### config.mk
export PLATFORM = sky130hd
export DESIGN_NAME = jstk_xfer_ctrl
export DESIGN_NICKNAME = d
export VERILOG_FILES = /design/src/rtl/jstk_pkg.sv /design/src/rtl/jstk_packet_unpack.sv /design/src/rtl/jstk_xfer_ctrl.sv
export SDC_FILE = /design/constraint.sdc
export NUM_CORES = 1
export LEC_CHECK = 0
export CORE_ASPECT_RATIO = 2
export CORE_UTILIZATION = 25
export DETAILED_ROUTE_END_ITERATION = 6
export PLACE_DENSITY = 0.49
export SETUP_SLACK_MARGIN = 0.2
export SLEW_MARGIN = 40
export SYNTH_ARGS = -nofsm -noshare
export SYNTH_HDL_FRONTEND = slang
export SYNTH_SLANG_ARGS = --single-unit
### constraint.sdc
create_clock -name CLK -period 1.7 [get_ports CLK]
set_clock_uncertainty 0.05 [all_clocks]
set_input_delay 0.34 -clock CLK [delete_from_list [all_inputs] [get_ports CLK]]
set_output_delay 0.34 -clock CLK [all_outputs]
set_load 0.01 [all_outputs]
### src/rtl/jstk_pkg.sv
// rtl/jstk_pkg.sv - shared PmodJSTK packet constants, FSM encoding and command helper
package jstk_pkg;

    typedef enum logic [2:0] {
        ST_IDLE,
        ST_SETUP,
        ST_REQ,
        ST_WAIT_HI,
        ST_WAIT_LO,
        ST_STORE,
        ST_GAP,
        ST_FINISH
    } jstk_state_e;

    localparam int             JSTK_NUM_BYTES = 5;
    localparam int             IDX_W          = 3;
    localparam logic [5:0]     JSTK_CMD_LED   = 6'b100000;

    localparam logic [IDX_W-1:0] X_LO = 3'd0;
    localparam logic [IDX_W-1:0] X_HI = 3'd1;
    localparam logic [IDX_W-1:0] Y_LO = 3'd2;
    localparam logic [IDX_W-1:0] Y_HI = 3'd3;
    localparam logic [IDX_W-1:0] BTN  = 3'd4;

    // Only the first byte carries the LED command; the rest are dummy 0x00 clocks.
    function automatic logic [7:0] tx_byte(input logic [IDX_W-1:0] idx, input logic [1:0] led);
        return (idx == X_LO) ? {JSTK_CMD_LED, led} : 8'h00;
    endfunction

endpackage

### src/rtl/jstk_packet_unpack.sv
// rtl/jstk_packet_unpack.sv - holds received packet bytes and publishes X/Y/buttons on commit
module jstk_packet_unpack
    import jstk_pkg::*;
(
    input  logic             CLK,
    input  logic             RESET,
    input  logic             cap_en_i,
    input  logic [IDX_W-1:0] cap_idx_i,
    input  logic [7:0]       byte_rx_i,
    input  logic             commit_i,
    output logic [9:0]       x_pos_o,
    output logic [9:0]       y_pos_o,
    output logic [2:0]       buttons_o
);

    // Only the meaningful bits of each byte are kept; upper bits are discarded at capture.
    logic [7:0] x_lo_q, y_lo_q;
    logic [1:0] x_hi_q, y_hi_q;
    logic [2:0] btn_q;
    logic [9:0] x_pos_q, y_pos_q;
    logic [2:0] buttons_q;

    always_ff @(posedge CLK) begin
        if (RESET) begin
            x_lo_q    <= '0;
            x_hi_q    <= '0;
            y_lo_q    <= '0;
            y_hi_q    <= '0;
            btn_q     <= '0;
            x_pos_q   <= '0;
            y_pos_q   <= '0;
            buttons_q <= '0;
        end else begin
            if (cap_en_i) begin
                case (cap_idx_i)
                    X_LO:    x_lo_q <= byte_rx_i;
                    X_HI:    x_hi_q <= byte_rx_i[1:0];
                    Y_LO:    y_lo_q <= byte_rx_i;
                    Y_HI:    y_hi_q <= byte_rx_i[1:0];
                    BTN:     btn_q  <= byte_rx_i[2:0];
                    default: ;
                endcase
            end
            if (commit_i) begin
                x_pos_q   <= {x_hi_q, x_lo_q};
                y_pos_q   <= {y_hi_q, y_lo_q};
                buttons_q <= btn_q;
            end
        end
    end

    assign x_pos_o   = x_pos_q;
    assign y_pos_o   = y_pos_q;
    assign buttons_o = buttons_q;

endmodule

### src/rtl/jstk_xfer_ctrl.sv
// rtl/jstk_xfer_ctrl.sv - sequences one 5-byte PmodJSTK packet through the SPI byte engine
module jstk_xfer_ctrl
    import jstk_pkg::*;
#(
    parameter int SETUP_CYCLES   = 1,
    parameter int GAP_CYCLES     = 1,
    parameter int NUM_BYTES      = JSTK_NUM_BYTES,
    parameter int TIMEOUT_CYCLES = 64
) (
    input  logic       CLK,
    input  logic       RESET,
    input  logic       start,
    input  logic [1:0] led,
    input  logic       byte_busy,
    input  logic [7:0] byte_rx,
    output logic       byte_snd_rec,
    output logic [7:0] byte_tx,
    output logic       ss_n,
    output logic       busy,
    output logic       done,
    output logic [9:0] x_pos,
    output logic [9:0] y_pos,
    output logic [2:0] buttons,
    output logic       timeout_err
);

    localparam int               CW         = 16;
    localparam logic [CW-1:0]    SETUP_LAST = CW'(SETUP_CYCLES - 1);
    localparam logic [CW-1:0]    GAP_LAST   = CW'(GAP_CYCLES - 1);
    localparam logic [CW-1:0]    TO_LAST    = CW'(TIMEOUT_CYCLES - 1);
    localparam logic [IDX_W-1:0] IDX_LAST   = IDX_W'(NUM_BYTES - 1);

    jstk_state_e      state_q, state_d;
    logic [IDX_W-1:0] idx_q, idx_d;
    logic [CW-1:0]    cnt_q, cnt_d;
    logic             ss_n_q, ss_n_d;
    logic             busy_q, busy_d;
    logic             done_q, done_d;
    logic             snd_q, snd_d;
    logic [7:0]       tx_q, tx_d;
    logic             terr_q, terr_d;
    logic [IDX_W-1:0] idx_inc;

    assign idx_inc = idx_q + 1'b1;

    always_ff @(posedge CLK) begin
        if (RESET) begin
            state_q <= ST_IDLE;
            idx_q   <= '0;
            cnt_q   <= '0;
            ss_n_q  <= 1'b1;
            busy_q  <= 1'b0;
            done_q  <= 1'b0;
            snd_q   <= 1'b0;
            tx_q    <= 8'h00;
            terr_q  <= 1'b0;
        end else begin
            state_q <= state_d;
            idx_q   <= idx_d;
            cnt_q   <= cnt_d;
            ss_n_q  <= ss_n_d;
            busy_q  <= busy_d;
            done_q  <= done_d;
            snd_q   <= snd_d;
            tx_q    <= tx_d;
            terr_q  <= terr_d;
        end
    end

    always_comb begin
        state_d = state_q;
        idx_d   = idx_q;
        cnt_d   = cnt_q + CW'(1);
        ss_n_d  = ss_n_q;
        busy_d  = busy_q;
        done_d  = 1'b0;
        snd_d   = snd_q;
        tx_d    = tx_q;
        terr_d  = terr_q;
        case (state_q)
            ST_IDLE: begin
                cnt_d = '0;
                if (start) begin
                    state_d = ST_SETUP;
                    ss_n_d  = 1'b0;
                    busy_d  = 1'b1;
                    idx_d   = '0;
                    terr_d  = 1'b0;
                    tx_d    = tx_byte('0, led);
                end
            end
            ST_SETUP: begin
                if (cnt_q == SETUP_LAST) begin
                    state_d = ST_REQ;
                    snd_d   = 1'b1;
                    cnt_d   = '0;
                end
            end
            ST_REQ: begin
                state_d = ST_WAIT_HI;
                cnt_d   = '0;
            end
            ST_WAIT_HI, ST_WAIT_LO: begin
                if ((state_q == ST_WAIT_HI) && byte_busy) begin
                    state_d = ST_WAIT_LO;
                    snd_d   = 1'b0;
                    cnt_d   = '0;
                end else if ((state_q == ST_WAIT_LO) && !byte_busy) begin
                    state_d = ST_STORE;
                end else if (cnt_q == TO_LAST) begin
                    // Abandon the packet: release the slave without touching published outputs.
                    state_d = ST_IDLE;
                    terr_d  = 1'b1;
                    snd_d   = 1'b0;
                    ss_n_d  = 1'b1;
                    busy_d  = 1'b0;
                end
            end
            ST_STORE: begin
                cnt_d = '0;
                if (idx_q == IDX_LAST) begin
                    state_d = ST_FINISH;
                end else begin
                    state_d = ST_GAP;
                    idx_d   = idx_inc;
                    tx_d    = tx_byte(idx_inc, 2'b00);
                end
            end
            ST_GAP: begin
                if (cnt_q == GAP_LAST) begin
                    state_d = ST_REQ;
                    snd_d   = 1'b1;
                    cnt_d   = '0;
                end
            end
            ST_FINISH: begin
                state_d = ST_IDLE;
                ss_n_d  = 1'b1;
                busy_d  = 1'b0;
                done_d  = 1'b1;
            end
            default: state_d = ST_IDLE;
        endcase
    end

    jstk_packet_unpack u_unpack (
        .CLK       (CLK),
        .RESET     (RESET),
        .cap_en_i  (state_q == ST_STORE),
        .cap_idx_i (idx_q),
        .byte_rx_i (byte_rx),
        .commit_i  (state_q == ST_FINISH),
        .x_pos_o   (x_pos),
        .y_pos_o   (y_pos),
        .buttons_o (buttons)
    );

    assign byte_snd_rec = snd_q;
    assign byte_tx      = tx_q;
    assign ss_n         = ss_n_q;
    assign busy         = busy_q;
    assign done         = done_q;
    assign timeout_err  = terr_q;

endmodule
* Yosys cells after proc, flatten, opt, wreduce, memory -nomap -nowiden
Cells that the tools add are included.
** Operators by class
- Reductions and logical operators :: 24
- Equal/unequal tests :: 21
- $add $sub $neg :: 2
- Multiplexer cells :: 32
** Operators with widths (number)
- $pmux 16 s3 :: 1
- $mux 16 :: 2
- $mux 8 :: 3
- $mux 3 :: 7
- $pmux 3 s6 :: 1
- $add 16x1->16 const B :: 1
- $eq 16x6->1 const B :: 1
- $logic_not 16->1 :: 1
- $pmux 8 s2 :: 1
- $eq 3x3->1 const B :: 5
- $eq 3x2->1 const B :: 4
- $mux 1 :: 12
- $ne 2x2->1 const B :: 5
- $reduce_and 2->1 :: 5
- $reduce_and 5->1 :: 2
- $logic_not 3->1 :: 3
- $eq 3x1->1 const B :: 2
- $ne 3x3->1 const B :: 2
- $pmux 1 s3 :: 2
- $pmux 3 s2 :: 1
- $reduce_and 3->1 :: 2
- $reduce_bool 2->1 :: 3
- $ne 4x4->1 const B :: 1
- $pmux 1 s2 :: 2
- 8 further kinds :: 10
** Word-level totals
- Flip-flop bits (word level) :: 81
- Word-level logic and storage cells :: 96
- Bits of input ports :: 14
- Output and inout port bits :: 36

* Logic depth before layout (Yosys ltp)
Gate-level depths: netlist (run 1).
- Word-level depth :: 5
- Mapped depth :: 8
- Mapped depth without buffers :: 7

* Hierarchy
From an unflattened synthesis (run 1), not the netlist that was laid out.
** Unflattened totals
- Cells, all modules :: 347
- Area, all modules :: 3445.8 um^2
** By module, submodules not included
- jstk_packet_unpack :: times used 1, cells an instance 165, sequential area each 920.9 um^2, area an instance 1790.5 um^2
- jstk_xfer_ctrl :: times used 1, cells an instance 182, sequential area each 600.6 um^2, area an instance 1655.3 um^2

* Least setup slack after synthesis (run 1)
No wires, ideal clock.
- Path type :: reg2reg
- Start point :: register state_q[1]
- End point :: register ss_n_q, in the netlist ss_n
- Stages on the path, launching flop included :: 7
- Library setup time :: 127 ps
- Data required time :: 1523 ps
- Buffers on the path :: 1
- Slack :: -54 ps
- Period minus slack after synthesis :: 1754 ps
- Arrival :: 1577 ps
- Cells stage by stage :: dfxtp_1 > buf_6 > or4_4 > o31ai_2 > nor2_2 > and4b_1 > or3_1
** Between the ends
- Cells in the longest elaborated chain, start to end :: 4
- Elaborated cells between the ends (all ways) :: 14
- Those cells by class :: eq/ne (7); mux (1); reduce/logical (6)
** RTL lines
- start, declared :: RTL line jstk_xfer_ctrl.sv:33 : jstk_state_e state_q, state_d;
- start signal, assigned :: RTL line jstk_xfer_ctrl.sv:58 : state_q <= state_d;
- $eq 3x2->1 or $eq 3x3->1 (tied branches) :: RTL line jstk_xfer_ctrl.sv:80, jstk_xfer_ctrl.sv:104, jstk_xfer_ctrl.sv:108
- $reduce_or 2->1, or another cell as far along :: RTL line jstk_xfer_ctrl.sv:80 : case (state_q)
- $ne 2x2->1 (no line) or $reduce_bool 3->1 (tied branches)
- $reduce_and 5->1 (no line)
- end signal, assigned :: RTL line jstk_xfer_ctrl.sv:61 : ss_n_q <= ss_n_d;
- end, declared :: RTL line jstk_xfer_ctrl.sv:36 : logic ss_n_q, ss_n_d;
Parallel ways exist; a longest one is shown, timed or not.
A chain may end at the register's enable or synchronous reset.

* Final worst setup path (run 1)
- Start point :: register state_q[2]
- End point :: register ss_n_q, in the netlist ss_n
Same word-level chain as after synthesis.

==> results.md, run 1 <==
- Worst Reg-to-Reg Cells: 5
- Antenna Cells: 0
- CTS Hold Bufs: 0
- Fin. Hold Viols: 0
- Worst Setup Path Type: reg2reg
- Top delay family on crit path: simple AND/OR/NAND/NOR gates
- Reg2reg start: state_q[2]
- Most frequent cells in the layout: nand2_1 (77), dfxtp_1 (68), a21oi_1 (48), buf_4 (42), dlygate4sd2_1 (33)
- Drt drc: 0
- Port Buffers: 44
- CP Depth: 5
- GRT Total Usage: between 10% and 20%
- Critical path launch point: state_q[2]
- Pin count of the biggest net entering global routing: 50
- I/O pin count: 50
- Met2 WL: 5.18 mm
- Critical-path cell list: or4_4 -> o31ai_4 -> nor2_2 -> and4b_1 -> or3_1
- Via density: 4.61
- Slowest CP cell: or4_4
- Max incr delay on CP: about 0.54 ns
- Critical Path Source Type: flip-flop
- Most common cell after layout, fill and taps aside: nand2_1
- Met3 WL post-DR: 281 um
- Uppermost layer routed: met4
- Clk Latency, worst-skew pair: between 0.3 and 0.4 ns
- CTS sink count: 76
- Max_cap viols: 0
- Final Wtd Congestion: 0.804
- HP Class: in2reg
- Failing checks: negative setup slack
- H-tree levels: 3
- Clock transition at path regs: 0.06 ns
- HP Start: RESET
- Maximum clock rate: 0.586 GHz
- Initial antenna violation count: 0
- Register area share after synthesis: 47.1%
- Die Wd: just over 80 um
- Mapped Area: ~0.0032 mm2
- Post-synth EDFFs: 0
- Final setup fails: 1
- Via count: 2910
- Fraction of layout instances using a drive strength above 1: 23.1%
- Register Area: 0.00154 mm2
- Leakage power: 1.83 nW
- Seq cells post-synth: 76
- Drt first pass iters: 6
- Final hold slack: ~0.33 ns
- Unique masters post-synth: 47
- Unrepaired setup endpoints after global routing: yes
- Number of global-route vias before repair: 2829
- Clk buf depth: 2
- Outcome: finished with violations
- Slew Limit Fails: 0
- Post-Synthesis Cells: 392
- Area Overhead vs Synth: 45.4%
- # nets final: 498
- Post-route setup slack: -0.00605 ns
- CP Capture Type: flip-flop
- Initial Utilization: about a quarter
- Mapped Avg Cell Area: between 8 and 9 um2
- Critical Path RT: 1.87 ns
- HPWL Detailed: 6.19 mm
- Asr flop ratio synth: 0%
- Layout fillers: around 1300
- WL final: 8.61 mm
- CP arrival: 1.88 ns
- CTS root buffer: clkbuf_16
- CTS tree: built
- Buffers & Inverters on Critical Path: 0
- Period minus WS final: 1.71 ns
- Power Dens Cells: 1270 mW/mm2
- Row count: 58
- VDD IR max: about 590 uV
- Area occupied by multi-input gates: roughly 0.0017 mm2
- Ratio of final minimum period to clock period: 100%
- Wirelength per Cell: 13.6 um
- DR iter-0 viols: 78
- Die height: 163 um
- Num CTS Buffers: 9
- Wire length on met1: 2.90 mm
- Final Core Density: 37.4%
- First-pass GRT wire length: 13.5 mm
- Post-synth top flop: dfxtp_1
- Die footprint: around 0.013 mm2
- GRT overflow: 0
- Warnings, synthesis: 0
- Hold path cells: 2
- Core area: around 0.013 mm2
- Final ANT Viol Nets: 0
- Worst Path Max Fanout: 6
==> report_power, final <==
group	internal, mW	switching (mW)	leakage (nW)
registers	1.92	0.126	0.619
clock network	1.44	0.746	0.167
logic	0.920	0.825	1.04
==> synthesized netlist by cell type, types with 2 or more instances <==
library cell	n	share of area (%)
o31ai_1	2	0.46
nor4_1	3	0.58
inv_1	8	0.93
a21oi_1	50	7.7
ha_1	8	3.1
dfxtp_1	76	47
nor2_1	32	3.7
nand3_1	27	4.2
nor3b_1	3	0.70
clkbuf_1	14	1.6
and3_1	6	1.2
buf_2	9	1.4
xnor2_1	8	2.2
o21ai_0	3	0.46
nand4_1	5	0.97
nand3b_1	2	0.46
nor3_1	10	1.5
xor2_1	7	1.9
nor2b_1	2	0.39
mux2i_1	5	1.5
nand2_1	82	9.5
buf_4	5	1.2
==> cell families after synthesis <==
kind of cell	after synthesis	share of synthesized area, %
simple gates	183	26.6
fa+ha+maj	8	3.10
flops	76	47.1
buf+inv	37	5.46
compound gates	67	12.0
other cells	1	0.116
mux	5	1.55
xor+xnor	15	4.07
==> state kept, by name, summed over array words and instances (netlist names) <==
| register | count |
|---|---|
| idx_q | 3 |
| timeout_err | 1 |
| u_unpack.x_lo_q | 8 |
| done | 1 |
| u_unpack.y_lo_q | 8 |
| u_unpack.x_hi_q | 2 |
| u_unpack.btn_q | 3 |
| u_unpack.x_pos_o | 10 |
| byte_snd_rec | 1 |
| u_unpack.y_pos_o | 10 |
| u_unpack.y_hi_q | 2 |
| cnt_q | 16 |
| ss_n | 1 |
| state_q | 3 |
| busy | 1 |
| u_unpack.buttons_o | 3 |
| byte_tx | 3 |
==> cell type report <==
class	instances	share of cell area [%]
clock inverters	6	2.40
flip-flops and latches	76	32.8
repair buffers	98	19.0
well taps	150	3.99
clock buffers	10	4.87
multi-input cells	283	36.3
inverters	8	0.639
==> metrics by stage <==
step | power, mW | worst slack, ns | std cells | TNS, ns | area [um2]
2_1_floorplan | 2.93 | 0.0699 | 396 | 0 | 3330
3_3_place_gp | 3.49 | -0.422 | 600 | -5.98 | 4130
3_5_place_dp | 3.50 | -0.420 | 600 | -6.36 | 4130
4_1_cts | 5.85 | -0.0164 | 624 | -0.0301 | 4570
5_1_grt | 6.27 | -0.0601 | 631 | -0.227 | 4700
6_report | 5.97 | -0.00605 | 631 | -0.00605 | 4700
==> layer usage <==
| layer | vias to the layer above | track usage [%] |
|---|---|---|
| li1 | 1486 | - |
| met3 | 13 | 1.96 |
| met4 | 0 | 8.69 |
| met5 | - | 0 |
| met2 | 54 | 27.0 |
| met1 | 1357 | 12.3 |
==> final timing paths <==
kind | end | slack, ns
worst min-delay path | u_unpack.y_pos_o[2] | 0.33
worst max-delay path | ss_n | -0.006
worst max register to register | ss_n | -0.006
worst min register to register | u_unpack.y_pos_o[7] | 0.40
==> repair_timing <==
item / CTS / global route
pin swaps: 10 / 13
endpoints found under the setup margin: 81 / 50
buffers inserted: 7 / 6
hold endpoints to repair: 0 / 0
cloned: 1 / 1
gates resized for setup: 55 / 16
Note: power is estimated with default switching activity, not from simulation.
==> inputs of run 2 (changes only) <==
==> constraint.sdc (replaced) <==
create_clock -name CLK -period 1.7 [get_ports CLK]
set_clock_uncertainty 0.05 [all_clocks]
set_input_delay 0.51 -clock CLK [delete_from_list [all_inputs] [get_ports CLK]]
set_output_delay 0.51 -clock CLK [all_outputs]
set_load 0.01 [all_outputs]
==> run 2 against run 1 <==
  * The flow still finishes with violations (negative setup slack)
  * Hold slack gained 0.065 ns
  * Count of clock-buffer cells in the layout grew 1
  * Register-to-register slack lost 0.08 ns
  * Via count grew 2.6%
  * Sequential share of layout area shrank 2.1 points
  * Sequential power is essentially flat
  * Largest cell class unchanged
  * Highest routed layer unchanged
==> results.md, run 2 (same netlist as run 1, synthesis figures left out) <==
- Clock transition at path regs: 0.06 ns (about the same)
- Top reg by flops: cnt_q
- Core area: 0.0126 mm2 (unchanged)
- Antenna Cells: 0 (unchanged)
- Buffers & Inverters on Critical Path: 1 (+1)
- Switching portion of total power: 29.6% (+1.2 points)
- Most common cell after layout, fill and taps aside: nand2_1
- Final Wtd Congestion: 0.792 (-1.5%)
- HPWL Detailed: 5.76 mm (-6.9%)
- Area Overhead vs Synth: 56.0%
- Post-route setup slack: -0.0894 ns (-0.0834 ns)
- Row count: 58 (unchanged)
- Period minus WS final: 1.79 ns (+0.0834 ns)
- WL final: 8.89 mm (+3.3%)
- Clock power share: 33.4% (-3.1 points)
- Ratio of final minimum period to clock period: 105% (+4.9 points)
- Failing checks: negative setup slack
- CP arrival: 1.95 ns (+0.07 ns)
- Combinational power share: 34.6% (+5.4 points)
- Final hold slack: 0.399 ns (+0.0652 ns)
- Final ANT Viol Nets: 0 (unchanged)
- Die footprint: 0.0134 mm2 (unchanged)
- Layout fillers: 1244 (-5.8%)
- Number of global-route vias before repair: 2843 (+0.49%)
- Num CTS Buffers: 9 (unchanged)
- Power Dens Cells: 1260 mW/mm2 (-1.1%)
- Final setup fails: 4 (+3)
- Critical Path RT: 1.86 ns (about the same)
- # nets final: 512 (+2.8%)
- CP Depth: 7 (+2)
- HP Class: reg2reg
- Worst Path Max Fanout: 3 (-3)
- Critical-path cell list: ha_4 -> nor3b_2 -> nand4_1 -> buf_4 -> nand2_2 -> and4b_1 -> or3_1
- GRT overflow: 0 (unchanged)
- Post-route setup TNS: -0.239 ns (-0.233 ns)
- Top delay family on crit path: simple AND/OR/NAND/NOR gates
- Final Core Density: 40.1% (+2.7 points)
- CTS Hold Bufs: 0 (unchanged)
- Clk Latency, worst-skew pair: 0.33 ns (about the same)
- Initial antenna violation count: 0 (unchanged)
- Fraction of layout instances using a drive strength above 1: 38.0% (+15 points)
- NetSw: 1.87 mW (+10%)
- Clk buf depth: 2 (unchanged)
- Via count: 2987 (+2.6%)
- Max incr delay on CP: 0.36 ns (-0.18 ns)
- Most frequent cells in the layout: nand2_1 (70), dfxtp_1 (63), buf_4 (49), a21oi_1 (45), nand3_1 (25)
- First-pass GRT wire length: 13.8 mm (+1.9%)
- Largest register FFs: 16 (unchanged)
- CTS tree: built
- DR iter-0 viols: 67 (-14%)
- I/O pin count: 50 (unchanged)
- Post-Place Cells: 597 (-0.50%)
- Port Buffers: 44 (unchanged)
- Worst Setup Path Type: reg2reg
- Drt first pass iters: 4 (-2)
- Drt drc: 0 (unchanged)
- Maximum clock rate: 0.559 GHz (-4.7%)
- VDD IR max: 663 uV (+13%)
- Slew Limit Fails: 0 (unchanged)
- Internal Power: 4.46 mW (+4.3%)
- Wirelength per Cell: 13.8 um (+1.0%)
- Outcome: finished with violations
- CP Capture Type: flip-flop
- Initial Utilization: 25.7% (unchanged)
- Unrepaired setup endpoints after global routing: yes
- Slowest CP cell: dfxtp_4
- Leakage power: 1.87 nW (+2.1%)
- Worst Reg-to-Reg Cells: 7 (+2)
- H-tree levels: 3 (unchanged)
- Pin count of the biggest net entering global routing: 57 (+14%)
- CTS sink count: 76 (unchanged)
- Die Wd: 82.4 um (unchanged)
- Via density: 4.63 (+0.42%)
- Max_cap viols: 0 (unchanged)
- GRT Total Usage: 13.6% (-0.13 points)
- Total power: 6.33 mW (+6.0%)
- Critical Path Source Type: flip-flop
- Fin. Hold Viols: 0 (unchanged)
- Die height: 163 um (unchanged)
- Hold path cells: 2 (unchanged)
- CTS root buffer: clkbuf_16
- Non-Filler Instances: 645 (+2.2%)
- Sequential share of power: 32.1% (-2.2 points)
run 2: cell count changes in the layout (fill, tap and decap cells not counted), sizes merged, moves of 2 or more:
cell and change:
clkinv -2, clkdlybuf4s15 +14, clkbuf +17, dlygate4sd2 -32
buf +16
run 2: worst min-delay path: stages, from the launching register on:
cell     delay [ns]
dfxtp_1        0.31
nand2_1        0.05
a21oi_1        0.05
run 2: power groups by stage:
stage          Sequential, mW  Clock (mW)  Combinational, mW
2_1_floorplan            2.04           0              0.862
6_report                 2.03        2.11               2.19
3_5_place_dp             2.04           0               1.38
5_1_grt                  2.05        2.24               2.34
3_3_place_gp             2.04           0               1.37
4_1_cts                  2.01        2.19               1.79
run 2: worst paths after layout:
| kind | to | start | slack [ns] |
|---|---|---|---|
| max | ss_n | cnt_q[0] | -0.09 |
| min | u_unpack.buttons_o[0] | u_unpack.btn_q[0] | 0.40 |
| max reg2reg | ss_n | cnt_q[0] | -0.09 |
| min reg2reg | u_unpack.buttons_o[0] | u_unpack.btn_q[0] | 0.40 |
run 2: cell type report:
class / count / area, um2 / area share [%]
Multi-Input combinational cell: 283 / 1950 / 38.7
Timing Repair Buffer: 112 / 985 / 19.5
Sequential cell: 76 / 1550 / 30.7
Clock buffer: 11 / 253 / 5.02
Tap cell: 150 / 188 / 3.72
Clock inverter: 5 / 82.6 / 1.64
Inverter: 8 / 32.5 / 0.646
run 2: through the flow:
stage | instance area, um2 | setup WS [ns]
floorplan | 3320 | -0.0544
global placement | 4100 | -0.523
detailed placement | 4100 | -0.540
CTS | 4780 | -0.0425
global route | 5040 | -0.133
finish | 5040 | -0.0894
run 2: what timing repair did:
action                     4_1_cts  5_1_grt
setup endpoints to repair       80       71
buffers inserted                15       15
pin swaps                       12       27
cloned                           2        0
resized for setup              111       84
run 2: routing by layer:
metal	GRT usage, %	part of all wire [%]
met1	14.0	39
met3	3.08	3.1
met4	4.86	1.5
met5	0	0
met2	25.6	57
